[config.mk]
export PLATFORM = sky130hd
export DESIGN_NAME = cond_logic
export DESIGN_NICKNAME = d
export VERILOG_FILES = /design/src/rtl/cpu_pkg.sv /design/src/rtl/cond_check.sv /design/src/rtl/cond_logic.sv
export SDC_FILE = /design/constraint.sdc
export NUM_CORES = 1
export LEC_CHECK = 0
export BUFFER_PORTS_ARGS = -buffer_cell sky130_fd_sc_hd__buf_2
export CAP_MARGIN = 40
export CORE_AREA = 2 2 39 41
export CTS_CLUSTER_SIZE = 30
export DETAILED_ROUTE_END_ITERATION = 6
export DIE_AREA = 0 0 41 43
export HOLD_SLACK_MARGIN = 0.15
export PLACE_DENSITY = 0.56
export SLEW_MARGIN = 15
export SYNTH_ARGS = -nofsm -noshare
export SYNTH_HDL_FRONTEND = slang
export SYNTH_SLANG_ARGS = --single-unit
[constraint.sdc]
create_clock -name clk -period 2.35 [get_ports clk]
set_input_delay 0.1175 -clock clk [delete_from_list [all_inputs] [get_ports clk]]
set_output_delay 0.1175 -clock clk [all_outputs]
set_load 0.02 [all_outputs]
[src/rtl/cpu_pkg.sv]
// Shared definitions for the conditional-execution stage: condition codes,
// NZCV bit positions and FlagW half-select masks.
package cpu_pkg;

    typedef enum logic [3:0] {
        COND_EQ = 4'b0000,
        COND_NE = 4'b0001,
        COND_CS = 4'b0010,
        COND_CC = 4'b0011,
        COND_MI = 4'b0100,
        COND_PL = 4'b0101,
        COND_VS = 4'b0110,
        COND_VC = 4'b0111,
        COND_HI = 4'b1000,
        COND_LS = 4'b1001,
        COND_GE = 4'b1010,
        COND_LT = 4'b1011,
        COND_GT = 4'b1100,
        COND_LE = 4'b1101,
        COND_AL = 4'b1110,
        COND_NV = 4'b1111
    } cond_e;

    localparam int unsigned FLAG_N = 3;
    localparam int unsigned FLAG_Z = 2;
    localparam int unsigned FLAG_C = 1;
    localparam int unsigned FLAG_V = 0;

    localparam logic [1:0] FLAGW_NZ = 2'b10;
    localparam logic [1:0] FLAGW_CV = 2'b01;

endpackage

[src/rtl/cond_check.sv]
// Combinational evaluation of a 4-bit condition code against stored NZCV flags.
module cond_check
    import cpu_pkg::*;
#(
    parameter bit NV_EXECUTES = 1'b0
) (
    input  logic [3:0] Cond,
    input  logic [3:0] Flags,
    output logic       CondEx
);

    logic n, z, c, v, ge;

    always_comb begin
        n  = Flags[FLAG_N];
        z  = Flags[FLAG_Z];
        c  = Flags[FLAG_C];
        v  = Flags[FLAG_V];
        ge = (n == v);
        CondEx = 1'b0;
        case (cond_e'(Cond))
            COND_EQ: CondEx = z;
            COND_NE: CondEx = ~z;
            COND_CS: CondEx = c;
            COND_CC: CondEx = ~c;
            COND_MI: CondEx = n;
            COND_PL: CondEx = ~n;
            COND_VS: CondEx = v;
            COND_VC: CondEx = ~v;
            COND_HI: CondEx = c & ~z;
            COND_LS: CondEx = ~c | z;
            COND_GE: CondEx = ge;
            COND_LT: CondEx = ~ge;
            COND_GT: CondEx = ~z & ge;
            COND_LE: CondEx = z | ~ge;
            COND_AL: CondEx = 1'b1;
            COND_NV: CondEx = NV_EXECUTES;
            default: CondEx = 1'b0;
        endcase
    end

endmodule

[src/rtl/cond_logic.sv]
// Conditional-execution stage: NZCV flag register, condition evaluation and
// gating of the decoder's PCS/RegW/MemW into the final write strobes.
module cond_logic
    import cpu_pkg::*;
#(
    parameter logic [3:0] FLAGS_RST   = 4'b0000,
    parameter bit         NV_EXECUTES = 1'b0
) (
    input  logic       clk,
    input  logic       reset,
    input  logic       Stall,
    input  logic [3:0] Cond,
    input  logic [3:0] ALUFlags,
    input  logic [1:0] FlagW,
    input  logic       PCS,
    input  logic       RegW,
    input  logic       MemW,
    output logic       PCSrc,
    output logic       RegWrite,
    output logic       MemWrite,
    output logic       CondEx,
    output logic [3:0] Flags
);

    logic [1:0] nz_q, nz_d;
    logic [1:0] cv_q, cv_d;
    logic       issue;

    assign Flags = {nz_q, cv_q};

    cond_check #(
        .NV_EXECUTES(NV_EXECUTES)
    ) u_cond_check (
        .Cond  (Cond),
        .Flags (Flags),
        .CondEx(CondEx)
    );

    assign issue    = CondEx & ~Stall & ~reset;
    assign PCSrc    = PCS  & issue;
    assign RegWrite = RegW & issue;
    assign MemWrite = MemW & issue;

    // Each half commits independently; an unselected half holds.
    always_comb begin
        nz_d = nz_q;
        cv_d = cv_q;
        if (issue && ((FlagW & FLAGW_NZ) != '0)) nz_d = ALUFlags[FLAG_N:FLAG_Z];
        if (issue && ((FlagW & FLAGW_CV) != '0)) cv_d = ALUFlags[FLAG_C:FLAG_V];
    end

    always_ff @(posedge clk) begin
        if (reset) nz_q <= FLAGS_RST[FLAG_N:FLAG_Z];
        else       nz_q <= nz_d;
    end

    always_ff @(posedge clk) begin
        if (reset) cv_q <= FLAGS_RST[FLAG_C:FLAG_V];
        else       cv_q <= cv_d;
    end

endmodule
==> results.sh <==
export IMPL_number_of_inserted_diodes=0
export IMPL_cts_tree="built"
export IMPL_crit_path_start_kind="flop"
export IMPL_detailedRoute_firstIterationViolations=4
export IMPL_route_detailed_wl_per_inst_um=11.3
export IMPL_cts_htree_levels=1
export IMPL_cts_num_sinks=4
export IMPL_largest_clock_skew_in_the_final_design_ns=0.00239
export IMPL_die_area_um2=1760
export IMPL_vias=453
export IMPL_critPathArrivalTime_ns=1.92
export IMPL_worstSetupPathType="flop to output port"
export IMPL_core_um2=1380
export IMPL_areaGrowthSynthToFinish_pct=44.7
export IMPL_slew_headroom=0.775
export IMPL_timing_final_setup_violations=0
export IMPL_cts_setup_buffers=0
export IMPL_final_hold_violation_count=0
export IMPL_synth_top_cells_by_count="6 x sky130_fd_sc_hd__nor2b_1, 4 x sky130_fd_sc_hd__and3_1, 4 x sky130_fd_sc_hd__dfxtp_1, 4 x sky130_fd_sc_hd__mux2_1, 4 x sky130_fd_sc_hd__nor2_1"
export IMPL_die_height_um=43
export IMPL_leakage_nw=0.292
export IMPL_clock_fmax_mhz=490
export IMPL_avgViaCountPerCell=4.98
export IMPL_gr_usage_all_layers=0.146
export IMPL_finalNonFillerCells=91
export IMPL_power_density_nw_per_um2=418
export IMPL_clk_latency_ns=0.23
export IMPL_yosysTopAreaCell="sky130_fd_sc_hd__dfxtp_1"
export IMPL_clkSlewWorstSetupHoldPaths_ns=0.04
export IMPL_worstPathRequired_ns=2.23
export IMPL_first_global_vias=432
export IMPL_syn_num_nets=64
export IMPL_synthesis_area_per_instance_um2=8.58
export IMPL_synth_most_common_cell="sky130_fd_sc_hd__nor2b_1"
export IMPL_grt_overflow_total=0
export IMPL_fillers=141
export IMPL_ys_seq_elements=4
export IMPL_most_used_flip_flop_cell_after_synthesis="sky130_fd_sc_hd__dfxtp_1"
export IMPL_max_vdd_ir_drop_uv=293
export IMPL_dp_cells=84
export IMPL_synthesis_instances=48
export IMPL_worstHoldPathType="primary input to flop"
export IMPL_fin_ws_ns=0.310
export IMPL_synthesis_yosys_warnings=0
export IMPL_worst_path_max_fanout=6
export IMPL_synthDistinctLibCells=25
export IMPL_grt_pass1_wl_um=1690
export IMPL_multi_input_comb_area_um2=318
export IMPL_setup_total_negative_slack_ns=0
export IMPL_ff_latch_area_um2=80.1
export IMPL_floorplan_die_width_um=41
export IMPL_post_detailed_route_drc_marker_count=0
export IMPL_preCtsSetupSlack_ns=0.443
export IMPL_worst_slew_pin_slew_ns=0.335
export IMPL_design_final_nets=93
export IMPL_antenna_violating_nets_post_route=0
export IMPL_maxCapViolations=0
export IMPL_setup_worst_path_end_class="output port"
export IMPL_timing_max_transition_violations_final=0
export IMPL_ctsLongestPathBuffers=2
export IMPL_design_portCount=24
export IMPL_grt_start_max_net_pins=11
export IMPL_initial_antenna_violation_count=0
export IMPL_layout_min_cycle_time_ns=2.04
export IMPL_cts_root_buf="sky130_fd_sc_hd__clkbuf_4"
export IMPL_synth_top_cell_area_share=0.195
export IMPL_finalCritPeriodShare=0.868
export IMPL_async_flop_share=0
export IMPL_grt_setup_unrepaired="no"
export IMPL_gp_congestion=0.665
export IMPL_synth_top_cells_by_area="sky130_fd_sc_hd__dfxtp_1 19%, sky130_fd_sc_hd__mux2_1 11%, sky130_fd_sc_hd__nor2b_1 9.1%"
export IMPL_synth_enable_flop_cells=0
export IMPL_result_of_the_run="completed"
export IMPL_share_of_layout_cells_above_drive_strength_1=0.400
export IMPL_dr_pass1_iters=2
export IMPL_wirelength_um=1030
export IMPL_cts_buffers=3
export IMPL_yosysSeqAreaShare=0.195
export IMPL_port_buf_inserts=23
export IMPL_start_util=0.297
export IMPL_rows=14
export IMPL_post_synth_instance_area_um2=412
==> per-layer routing <==
metal  global-route usage  part of all wire  up-vias
met5                    0                 0        -
met2                0.219              0.46       18
met4                0.120             0.027        0
met1                0.167              0.44      201
li1                     -                 -      230
met3               0.0262             0.075        4
==> what timing repair did <==
action,in CTS,in global routing
resized for setup,0,0
setup endpoints to repair,0,0
hold buffers,4,0
hold endpoints to repair,4,0
==> final timing paths <==
kind	startpoint	to	slack (ns)	cells past startpoint
min	FlagW[1]	nz_q[0]$_SDFFE_PP0P_	0.20	3
max	nz_q[1]$_SDFFE_PP0P_	MemWrite	0.31	6
min reg2reg	cv_q[1]$_SDFFE_PP0P_	cv_q[1]$_SDFFE_PP0P_	0.70	2
max reg2reg	nz_q[1]$_SDFFE_PP0P_	cv_q[1]$_SDFFE_PP0P_	0.44	6
==> critical path: stages (launching register included) <==
cell	delay, ns
sky130_fd_sc_hd__dfxtp_1	0.42
sky130_fd_sc_hd__xnor2_2	0.12
sky130_fd_sc_hd__xnor2_1	0.13
sky130_fd_sc_hd__a211o_1	0.33
sky130_fd_sc_hd__a211oi_4	0.33
sky130_fd_sc_hd__and3_1	0.20
sky130_fd_sc_hd__buf_2	0.15
==> flip-flops by register name, indices dropped and copies added, names as in the netlist <==
signal  count
nz_q        2
cv_q        2
==> cells in the final DEF (no fill, tap or decap), drive strengths merged, types with 3 or more instances in the layout <==
cell type,n
and3,4
buf,23
clkbuf,3
dfxtp,4
dlygate4sd3,4
mux2,4
nor2,4
nor2b,6
==> final cells by class <==
class / instances / area share
multi-input cells: 41 / 0.534
repair buffers: 27 / 0.261
flip-flops and latches: 4 / 0.134
clock buffers: 3 / 0.0378
well taps: 16 / 0.0336
==> through the flow <==
step	hold WS, ns	util	power, mW	instance area [um2]
2_1_floorplan	0.242	-	0.135	412
5_1_grt	0.201	0.430	0.268	596
3_3_place_gp	0.325	0.385	0.161	533
3_5_place_dp	0.329	0.385	0.162	533
4_1_cts	0.197	0.430	0.255	596
6_report	0.201	0.430	0.249	596
==> cell families after synthesis <==
family | after synthesis | share of synthesized area
and+or+nand+nor | 22 | 0.334
AOI/OAI and AO/OA | 11 | 0.219
muxes | 6 | 0.158
DFF | 4 | 0.195
buffers and inverters | 3 | 0.0334
xor gates and xnor gates | 2 | 0.0608
==> report_power, final <==
group	switching [mW]	internal, mW	total [mW]
Sequential	0.00517	0.0718	0.0769
Clock	0.0269	0.0570	0.0839
Combinational	0.0452	0.0427	0.0879
Total	0.0772	0.172	0.249
Power figures use the tool's default switching activity.
